`config.mk`:
```
export PLATFORM = sky130hd
export DESIGN_NAME = dsp_mac_sequencer
export DESIGN_NICKNAME = d
export VERILOG_FILES = /design/src/rtl/dsp_mac_sequencer.sv
export SDC_FILE = /design/constraint.sdc
export NUM_CORES = 1
export LEC_CHECK = 0
export ABC_AREA = 1
export CORE_UTILIZATION = 41
export CTS_CLUSTER_DIAMETER = 100
export DETAILED_ROUTE_END_ITERATION = 6
export PLACE_DENSITY = 0.83
export SYNTH_ARGS = -nofsm -noshare
export SYNTH_HDL_FRONTEND = slang
export SYNTH_SLANG_ARGS = --single-unit
```
`constraint.sdc`:
```
create_clock -name CLK -period 3.36 [get_ports CLK]
set_clock_uncertainty 0.2 [all_clocks]
set_input_delay 0.336 -clock CLK [delete_from_list [all_inputs] [get_ports CLK]]
set_output_delay 0.336 -clock CLK [all_outputs]
set_load 0.05 [all_outputs]
```
`src/rtl/dsp_mac_sequencer.sv`:
```
// dsp_mac_sequencer
//   Upstream control stage for a dsp48a1 slice. It accepts signed (A,B)
//   operand beats over valid/ready and drives slice A/B/OPMODE so that the
//   slice accumulates a dot product over each vector (terminated by S_LAST).
//   After the slice pipeline drains, P_IN is captured and presented as a
//   48-bit result over valid/ready. One vector is in flight at a time.
//
//   Optional feature macro: DSP_MAC_SEQUENCER_CNT_EN
//     adds M_COUNT, the saturating count of beats accepted in the vector.
//
// Ports
//   CLK, RST              clock (rising edge), synchronous active-high reset
//   S_A, S_B              signed 18-bit operands
//   S_VALID/S_READY/S_LAST operand beat handshake, end-of-vector marker
//   DSP_A, DSP_B          registered operands to the slice
//   DSP_OPMODE            slice OPMODE, delayed OP_DLY cycles behind DSP_A/B
//   DSP_RST               slice reset (follows RST)
//   P_IN                  slice P output
//   M_DATA/M_VALID/M_READY result handshake
//   M_COUNT               beats in the vector (DSP_MAC_SEQUENCER_CNT_EN only)

module dsp_mac_sequencer #(
   parameter int OP_DLY  = 2,
   parameter int RES_DLY = 3
) (
   input  logic               CLK,
   input  logic               RST,
   input  logic signed [17:0] S_A,
   input  logic signed [17:0] S_B,
   input  logic               S_VALID,
   input  logic               S_LAST,
   output logic               S_READY,
   output logic signed [17:0] DSP_A,
   output logic signed [17:0] DSP_B,
   output logic [7:0]         DSP_OPMODE,
   output logic               DSP_RST,
   input  logic [47:0]        P_IN,
   output logic [47:0]        M_DATA,
   output logic               M_VALID,
   input  logic               M_READY
`ifdef DSP_MAC_SEQUENCER_CNT_EN
  ,output logic [15:0]        M_COUNT
`endif
);

   typedef enum logic [1:0] {IDLE, ACCUM, DRAIN, HOLD} state_t;

   // OPMODE encodings: X = OPMODE[1:0], Z = OPMODE[3:2]
   localparam logic [7:0] OP_NONE  = 8'h00;  // X=0, Z=0
   localparam logic [7:0] OP_FIRST = 8'h01;  // X=M, Z=0
   localparam logic [7:0] OP_ACC   = 8'h09;  // X=M, Z=P
   localparam logic [7:0] OP_HOLDP = 8'h08;  // X=0, Z=P

   localparam int CW = $clog2(RES_DLY + 2);

   state_t                state, state_nxt;
   logic                  fire;
   logic [7:0]            op_nxt;
   logic signed [17:0]    a_nxt, b_nxt;
   logic [CW-1:0]         drain_cnt;
   logic [7:0]            op_pipe [OP_DLY+1];
`ifdef DSP_MAC_SEQUENCER_CNT_EN
   logic [15:0]           beat_cnt;
`endif

   assign fire       = S_VALID & S_READY;
   assign DSP_RST    = RST;
   assign DSP_OPMODE = op_pipe[OP_DLY];

   always_comb begin
      state_nxt = state;
      op_nxt    = OP_NONE;
      a_nxt     = '0;
      b_nxt     = '0;
      case (state)
         IDLE: begin
            if (fire) begin
               op_nxt    = OP_FIRST;
               state_nxt = S_LAST ? DRAIN : ACCUM;
            end
         end
         ACCUM: begin
            if (fire) begin
               op_nxt = OP_ACC;
               if (S_LAST) state_nxt = DRAIN;
            end else begin
               op_nxt = OP_HOLDP;
            end
         end
         DRAIN: begin
            op_nxt = OP_HOLDP;
            if (drain_cnt == '0) state_nxt = HOLD;
         end
         HOLD: begin
            op_nxt = OP_HOLDP;
            if (M_READY) state_nxt = IDLE;
         end
         default: state_nxt = IDLE;
      endcase
      if (fire) begin
         a_nxt = S_A;
         b_nxt = S_B;
      end
   end

   always_ff @(posedge CLK) begin
      if (RST) begin
         state     <= IDLE;
         S_READY   <= 1'b0;
         M_VALID   <= 1'b0;
         M_DATA    <= '0;
         DSP_A     <= '0;
         DSP_B     <= '0;
         drain_cnt <= '0;
         for (int unsigned i = 0; i <= OP_DLY; i++) op_pipe[i] <= '0;
`ifdef DSP_MAC_SEQUENCER_CNT_EN
         beat_cnt  <= '0;
         M_COUNT   <= '0;
`endif
      end else begin
         state   <= state_nxt;
         S_READY <= (state_nxt == IDLE) || (state_nxt == ACCUM);
         DSP_A   <= a_nxt;
         DSP_B   <= b_nxt;

         op_pipe[0] <= op_nxt;
         for (int unsigned i = 1; i <= OP_DLY; i++) op_pipe[i] <= op_pipe[i-1];

         // Loaded one above RES_DLY: the extra count covers the DSP_A/B
         // register stage, giving capture RES_DLY+2 edges after the last beat.
         if ((state != DRAIN) && (state_nxt == DRAIN))
            drain_cnt <= CW'(RES_DLY + 1);
         else if ((state == DRAIN) && (drain_cnt != '0))
            drain_cnt <= drain_cnt - CW'(1);

         if ((state == DRAIN) && (state_nxt == HOLD)) begin
            M_DATA  <= P_IN;
            M_VALID <= 1'b1;
`ifdef DSP_MAC_SEQUENCER_CNT_EN
            M_COUNT <= beat_cnt;
`endif
         end else if ((state == HOLD) && (state_nxt == IDLE)) begin
            M_VALID <= 1'b0;
         end

`ifdef DSP_MAC_SEQUENCER_CNT_EN
         if (fire) begin
            if (state == IDLE)
               beat_cnt <= 16'd1;
            else if (beat_cnt != 16'hFFFF)
               beat_cnt <= beat_cnt + 16'd1;
         end
`endif
      end
   end

endmodule

```
==> load_flow_metrics.sql, run 1 <==
INSERT INTO impl_metrics (metric_group, metric, value, unit) VALUES
('status', 'outcome', 'finished clean', ''),
('clock_network', 'tritoncts', 'built', ''),
('sta', 'layout_worst_path_cycle_share', '0.715', ''),
('grt', 'via_count_of_the_first_global_routing_pass', '2789', ''),
('die', 'rows', '32', ''),
('clock_network', 'cts.sinks', '97', ''),
('clock_network', 'clockRootBuffer', 'sky130_fd_sc_hd__clkbuf_8', ''),
('pwr', 'power.density', '488', 'nW/um2'),
('detailed_routing', 'routed-via-count', '3000', ''),
('pwr', 'maximum_vdd_drop', '0.000240', 'V'),
('clock_network', 'cts_inserted_buffers', '9', ''),
('detailed_routing', 'dr.pass1.iters', '4', ''),
('sta', 'timing.max_slew.rel_slack', '0.539', ''),
('cells_and_area', 'finished_layout_cells', '677', ''),
('logic_synthesis', 'netlist.area_leader.share', '0.589', ''),
('clock_network', 'cts-hold-fix-buffers', '0', ''),
('clock_network', 'cts_setup_buffers', '0', ''),
('place', 'dpl.cell_count', '661', ''),
('worst_setup_path', 'critical_path_arrival', '2440', 'ps'),
('logic_synthesis', 'library_cell_with_the_largest_summed_area_after_synthesis', 'sky130_fd_sc_hd__dfxtp_1', ''),
('worst_setup_path', 'delay_contributed_by_the_slowest_stage_of_the_critical_path', '640', 'ps'),
('worst_setup_path', 'crit_slowest_cell', 'sky130_fd_sc_hd__clkinv_2', ''),
('sta', 'final.setup.tns', '0', 'ps'),
('logic_synthesis', 'synthesis.instances', '403', ''),
('die', 'boundaryPins', '184', ''),
('worst_setup_path', 'cpLargestDelayFamily', 'buffers and inverters', ''),
('cells_and_area', 'layout.cell_area.non_filler', '5260', 'um2'),
('sta', 'min_period', '2400', 'ps'),
('pwr', 'totalPowerFinal', '2.57', 'mW'),
('cells_and_area', 'flow.area_growth_from_synthesis', '59.5', '%'),
('min_path', 'worst_hold_path.endpoint', 'op_pipe[0][19]', ''),
('min_path', 'instance_count_along_the_most_critical_hold_path', '2', ''),
('logic_synthesis', 'synthTopCellsByArea', 'sky130_fd_sc_hd__dfxtp_1 (59%), sky130_fd_sc_hd__nor2_1 (16%), sky130_fd_sc_hd__inv_1 (6.0%), sky130_fd_sc_hd__o21ai_0 (5.9%), sky130_fd_sc_hd__buf_4 (2.0%)', ''),
('worst_setup_path', 'crit_type', 'flop to flop', ''),
('detailed_routing', 'wl', '8.43', 'mm'),
('clock_network', 'clock_slew_at_reported_path_ffs', '100', 'ps'),
('sta', 'whs', '210', 'ps'),
('die', 'die_width', '91.7', 'um'),
('flow_run', 'timing.max_cap.violations', '0', ''),
('min_path', 'min_from', 'op_pipe[0][11]', ''),
('worst_setup_path', 'setup.worst_path.start_class', 'flop', ''),
('die', 'floorplan.core_area', '7770', 'um2'),
('detailed_routing', 'antenna_left', '0', ''),
('worst_setup_path', 'crit_buf_inv', '3', ''),
('logic_synthesis', 'synth.distinct_cells', '23', ''),
('sta', 'slew_violations', '0', ''),
('logic_synthesis', 'synthesis.area', '3300', 'um2'),
('place', 'post-place-ws', '922', 'ps'),
('worst_setup_path', 'critical_path_peak_fanout', '50', ''),
('logic_synthesis', 'yosysSeqAreaShare', '0.589', ''),
('worst_setup_path', 'worstPathCellList', 'inv_1 > ha_1 > inv_1 > nor2_1 > nand2_4 > clkinv_2 > a21oi_1 > nor2_1', ''),
('sta', 'final_count_of_hold_timing_violations', '0', ''),
('logic_synthesis', 'synth_ff_type', 'sky130_fd_sc_hd__dfxtp_1', ''),
('grt', 'antenna_found_initial', '0', ''),
('grt', 'global_route_wire_length_before_repair', '13.3', 'mm'),
('sta', 'setup_viol', '0', ''),
('cells_and_area', 'ratio_of_cells_with_drive_above_1_in_the_final_layout', '0.0470', ''),
('logic_synthesis', 'yosys.cell_count.top_type', 'sky130_fd_sc_hd__nor2_1', ''),
('logic_synthesis', 'ys_warnings', '0', ''),
('detailed_routing', 'vias_per_cell', '4.43', ''),
('worst_setup_path', 'crit-reg2reg-launch', 'drain_cnt[0]', ''),
('worst_setup_path', 'worst-endpoint-required', '3400', 'ps'),
('detailed_routing', 'routedWlPerCell', '12.5', 'um'),
('clock_network', 'ctsHtreeMaxLevel', '3', ''),
('sta', 'fmax', '416', 'MHz'),
('worst_setup_path', 'regToRegSetupSlack', '960', 'ps'),
('cells_and_area', 'utilization', '0.677', ''),
('place', 'placed_cell_area', '5050', 'um2'),
('clock_network', 'insertion_delay', '340', 'ps'),
('pwr', 'cellLeakagePower', '2.19', 'nW'),
('die', 'initial_core_utilization', '0.425', '');
## worst reg2reg max path, cell delays in order, from the launching register on
cell	delay, ps
sky130_fd_sc_hd__dfxtp_1	320
sky130_fd_sc_hd__inv_1	70
sky130_fd_sc_hd__ha_1	210
sky130_fd_sc_hd__inv_1	50
sky130_fd_sc_hd__nor2_1	50
sky130_fd_sc_hd__nand2_4	350
sky130_fd_sc_hd__clkinv_2	650
sky130_fd_sc_hd__a21oi_1	340
sky130_fd_sc_hd__nor2_1	70
## layout make-up
type	count	area [um2]	area share
Clock buffer	9	124	0.0235
Clock inverter	7	83.8	0.0159
Inverter	55	208	0.0395
Multi-Input combinational cell	228	990	0.188
Sequential cell	97	1940	0.369
Tap cell	102	128	0.0243
Timing Repair Buffer	179	1790	0.340
## report_power, final
part	switching, mW	internal, mW	total (mW)	leakage [nW]
clock network	0.430	0.359	0.789	0.103
logic	0.326	0.219	0.544	1.30
registers	0.0262	1.21	1.23	0.789
total	0.782	1.78	2.57	2.19
## sequential cells by signal, indices dropped and copies added, names as in the netlist
name	cells
DSP_A	18
DSP_B	18
M_DATA	48
M_VALID	1
S_READY	1
drain_cnt	3
op_pipe	6
state	2
## logic make-up (layout without fill, tap and decap cells)
group | count (synthesis) | after routing | share of synthesized area
compound gates | 52 | 52 | 0.0789
xor+xnor | 2 | 2 | 0.00531
fa+ha+maj | 2 | 2 | 0.00758
buf+inv | 83 | 250 | 0.117
flops | 97 | 97 | 0.589
other cells | 1 | 6 | 0.00114
simple gates | 166 | 166 | 0.201
## layer usage
layer,GRT usage,part of all wire,vias to the layer above
li1,-,-,1521
met1,0.226,0.40,1332
met2,0.351,0.48,132
met3,0.0713,0.096,15
met4,0.0846,0.021,0
met5,0,0,-
## cells in the final DEF, fill, tap and decap left out
cell | synthesis | final
sky130_fd_sc_hd__nand2_4 | 1 | 1
sky130_fd_sc_hd__clkinvlp_4 | 0 | 1
sky130_fd_sc_hd__bufinv_16 | 0 | 1
sky130_fd_sc_hd__o21ai_1 | 10 | 10
sky130_fd_sc_hd__inv_2 | 1 | 1
sky130_fd_sc_hd__nor2_1 | 145 | 145
sky130_fd_sc_hd__clkbuf_8 | 0 | 9
sky130_fd_sc_hd__nand3b_1 | 1 | 1
sky130_fd_sc_hd__nand3_2 | 2 | 2
sky130_fd_sc_hd__dfxtp_1 | 97 | 97
sky130_fd_sc_hd__conb_1 | 1 | 6
sky130_fd_sc_hd__o21ai_0 | 39 | 39
sky130_fd_sc_hd__xor2_1 | 2 | 2
sky130_fd_sc_hd__nand3_1 | 2 | 2
sky130_fd_sc_hd__nand2_1 | 11 | 11
sky130_fd_sc_hd__buf_4 | 9 | 2
sky130_fd_sc_hd__nor2_4 | 1 | 1
sky130_fd_sc_hd__ha_1 | 2 | 2
sky130_fd_sc_hd__clkinv_4 | 0 | 1
sky130_fd_sc_hd__nand2_2 | 3 | 3
sky130_fd_sc_hd__clkinv_2 | 1 | 1
sky130_fd_sc_hd__inv_1 | 53 | 53
sky130_fd_sc_hd__clkdlybuf4s50_1 | 0 | 177
sky130_fd_sc_hd__inv_6 | 0 | 3
sky130_fd_sc_hd__a21oi_1 | 3 | 3
sky130_fd_sc_hd__inv_8 | 0 | 1
## how the worst max path moves through the flow
stage | from | endpoint | slack [ps] | depth (start not counted)
2_1_floorplan | S_READY | drain_cnt[1] | 1820 | 7
3_3_place_gp | drain_cnt[0] | M_VALID | 990 | 8
3_5_place_dp | drain_cnt[0] | M_VALID | 920 | 8
4_1_cts | drain_cnt[0] | M_VALID | 890 | 8
5_1_grt | drain_cnt[0] | M_DATA[38] | 730 | 8
6_report | drain_cnt[0] | M_VALID | 960 | 8
Note: power is estimated with default switching activity, not from simulation.
==> run 2, diff against run 1 <==
--- a/config.mk
+++ b/config.mk
@@ -6,10 +6,10 @@
 export NUM_CORES = 1
 export LEC_CHECK = 0
 export ABC_AREA = 1
-export CORE_UTILIZATION = 41
+export CORE_UTILIZATION = 34
 export CTS_CLUSTER_DIAMETER = 100
 export DETAILED_ROUTE_END_ITERATION = 6
-export PLACE_DENSITY = 0.83
+export PLACE_DENSITY = 0.73
 export SYNTH_ARGS = -nofsm -noshare
 export SYNTH_HDL_FRONTEND = slang
 export SYNTH_SLANG_ARGS = --single-unit
==> constraint.sdc (replaced) <==
create_clock -name CLK -period 2.05 [get_ports CLK]
set_clock_uncertainty 0.2 [all_clocks]
set_input_delay 0.205 -clock CLK [delete_from_list [all_inputs] [get_ports CLK]]
set_output_delay 0.205 -clock CLK [all_outputs]
set_load 0.05 [all_outputs]
==> load_flow_metrics.sql, run 2 (synthesis gave the netlist of run 1 again) <==
INSERT INTO impl_metrics (metric_group, metric, value, unit) VALUES
('detailed_routing', 'antenna_left', '0', ''),
('worst_setup_path', 'critical_path_peak_fanout', '2', ''),
('pwr', 'power.density', '771', 'nW/um2'),
('place', 'dp.final_hpwl', '6.22', 'mm'),
('pwr', 'maximum_vdd_drop', '0.000450', 'V'),
('detailed_routing', 'remaining_drc_errors', '0', ''),
('place', 'placed_cell_area', '5160', 'um2'),
('worst_setup_path', 'setup.worst_path.start_class', 'flop', ''),
('worst_setup_path', 'crit_slowest_cell', 'sky130_fd_sc_hd__clkdlybuf4s50_1', ''),
('cells_and_area', 'flow.area_growth_from_synthesis', '62.5', '%'),
('cells_and_area', 'layout.cell_area.non_filler', '5360', 'um2'),
('sta', 'setup_viol', '0', ''),
('cells_and_area', 'number_of_nets_in_the_layout', '665', ''),
('clock_network', 'cts_setup_buffers', '0', ''),
('sta', 'min_period', '1960', 'ps'),
('die', 'die_h', '101', 'um'),
('detailed_routing', 'first_iter_violations', '41', ''),
('worst_setup_path', 'timing.rr.end', 'M_DATA[28]', ''),
('sta', 'slew_violations', '0', ''),
('die', 'initial_core_utilization', '0.354', ''),
('sta', 'layout_worst_path_cycle_share', '0.956', ''),
('grt', 'global_route_wire_length_before_repair', '13.0', 'mm'),
('worst_setup_path', 'regToRegSetupSlack', '200', 'ps'),
('worst_setup_path', 'crit_type', 'flop to output pin', ''),
('cells_and_area', 'nFillCells', '856', ''),
('worst_setup_path', 'endpoint', 'M_DATA[34]', ''),
('worst_setup_path', 'crit_buf_inv', '1', ''),
('detailed_routing', 'routedWlPerCell', '11.8', 'um'),
('worst_setup_path', 'worst_setup_path_startpoint', 'M_DATA[34]', ''),
('status', 'outcome', 'finished clean', ''),
('die', 'floorplan.core_area', '9330', 'um2'),
('detailed_routing', 'routed-via-count', '2966', ''),
('cells_and_area', 'mostFrequentLayoutCell', 'sky130_fd_sc_hd__clkdlybuf4s50_1', ''),
('sta', 'whs', '149', 'ps'),
('grt', 'via_count_of_the_first_global_routing_pass', '2785', ''),
('grt', 'global_route.usage.total', '0.165', ''),
('cells_and_area', 'utilization', '0.575', ''),
('clock_network', 'cts_resized', '0', ''),
('cells_and_area', 'largestRegisters', 'M_DATA x48, DSP_A x18, DSP_B x18', ''),
('die', 'rows', '35', ''),
('die', 'dieArea', '10100', 'um2'),
('die', 'boundaryPins', '184', ''),
('sta', 'fmax', '510', 'MHz'),
('worst_setup_path', 'crit-reg2reg-launch', 'drain_cnt[0]', ''),
('clock_network', 'clock_tree.buffer_depth', '2', ''),
('detailed_routing', 'dr.pass1.iters', '5', ''),
('clock_network', 'cts.sinks', '97', ''),
('grt', 'grt_start_max_net_pins', '51', ''),
('clock_network', 'tritoncts', 'built', ''),
('cells_and_area', 'sequential_cell_area', '1940', 'um2'),
('sta', 'timing.max_slew.rel_slack', '0.641', ''),
('place', 'numPortBuffers', '177', ''),
('cells_and_area', 'multiInputGateArea', '990', 'um2'),
('min_path', 'holdCritPathClass', 'input port to flop', ''),
('die', 'die_width', '101', 'um'),
('grt', 'antenna_found_initial', '0', ''),
('sta', 'worst_slew_pin_slew', '537', 'ps'),
('clock_network', 'cts_inserted_buffers', '9', ''),
('clock_network', 'ctsHtreeMaxLevel', '3', ''),
('pwr', 'cellLeakagePower', '2.23', 'nW'),
('flow_run', 'timing.max_cap.violations', '0', ''),
('grt', 'globalRouteOverflowTotal', '0', ''),
('cells_and_area', 'ratio_of_cells_with_drive_above_1_in_the_final_layout', '0.0570', ''),
('worst_setup_path', 'worst-endpoint-required', '1640', 'ps'),
('clock_network', 'insertion_delay', '350', 'ps'),
('worst_setup_path', 'worstPathCellList', 'clkdlybuf4s50_1', ''),
('cells_and_area', 'diodes', '0', ''),
('place', 'place_congestion', '0.765', ''),
('worst_setup_path', 'critical_path_arrival', '1560', 'ps'),
('sta', 'final_count_of_hold_timing_violations', '0', ''),
('clock_network', 'clockRootBuffer', 'sky130_fd_sc_hd__clkbuf_8', ''),
('cells_and_area', 'largest_register_ffs', '48', ''),
('detailed_routing', 'wl', '8.37', 'mm'),
('worst_setup_path', 'delay_contributed_by_the_slowest_stage_of_the_critical_path', '840', 'ps'),
('worst_setup_path', 'cpLargestDelayFamily', 'buffers and inverters', ''),
('cells_and_area', 'register_bank_with_the_most_flops', 'M_DATA', ''),
('worst_setup_path', 'worst-r2r-cell-count', '9', ''),
('sta', 'rsz0062_at_grt', 'no', ''),
('worst_setup_path', 'setup.worst_path.end_class', 'output pin', ''),
('sta', 'final.setup.tns', '0', 'ps'),
('worst_setup_path', 'worstSetupPathDepth', '1', ''),
('detailed_routing', 'vias_per_cell', '4.19', ''),
('clock_network', 'cts-hold-fix-buffers', '0', ''),
('cells_and_area', 'layout.cells.most_common_list', 'sky130_fd_sc_hd__clkdlybuf4s50_1 (175), sky130_fd_sc_hd__nor2_1 (145), sky130_fd_sc_hd__dfxtp_1 (97), sky130_fd_sc_hd__inv_1 (53), sky130_fd_sc_hd__o21ai_0 (39)', ''),
('clock_network', 'clock_slew_at_reported_path_ffs', '110', 'ps');
[run 2: changes by cell type in the layout (fill, tap and decap cells not counted), sizes merged]
cell | previous run | this run
clkinvlp | 1 | 2
clkdlybuf4s50 | 177 | 175
bufinv | 1 | 0
inv | 58 | 57
clkinv | 2 | 3
buf | 2 | 8
[run 2: worst min path at each step]
stage	start	endpoint	slack, ps	depth (start not counted)
global placement	op_pipe[0][3]	op_pipe[0][11]	190	2
CTS	S_B[17]	DSP_B[17]	130	3
finish	S_B[10]	DSP_B[10]	150	3
detailed placement	op_pipe[0][11]	op_pipe[0][19]	200	2
global route	S_A[3]	DSP_A[3]	140	3
floorplan	S_A[0]	DSP_A[0]	120	2
[run 2: area by class of cell]
cell class / instances / area share
Sequential cell: 97 / 0.362
Timing Repair Buffer: 183 / 0.347
Multi-Input combinational cell: 228 / 0.185
Inverter: 55 / 0.0387
Tap cell: 129 / 0.0301
Clock buffer: 9 / 0.0231
Clock inverter: 7 / 0.0138
[run 2: metal layers]
metal	global-route usage	vias up	routed length, um
li1	-	1532	-
met1	0.189	1286	3630
met2	0.285	134	3870
met3	0.0548	14	723
met4	0.0613	0	152
met5	0	-	0
[run 2: worst min-delay path, cell delays in order]
cell	delay [ps]
sky130_fd_sc_hd__clkdlybuf4s50_1	390
sky130_fd_sc_hd__inv_1	50
sky130_fd_sc_hd__nor2_1	30
[run 2: per-stage QoR]
stage	std cells	worst slack [ps]	power (mW)
after floorplan	408	510	2.60
after global placement	692	271	2.96
after detailed placement	692	193	2.98
after CTS	708	60.9	4.19
after global routing	708	9.03	4.33
final	708	89.6	4.13
[run 2: report_power, final]
part           internal, mW  switching, mW
sequential             1.98         0.0440
clock                 0.479          0.727
combinational         0.371          0.535
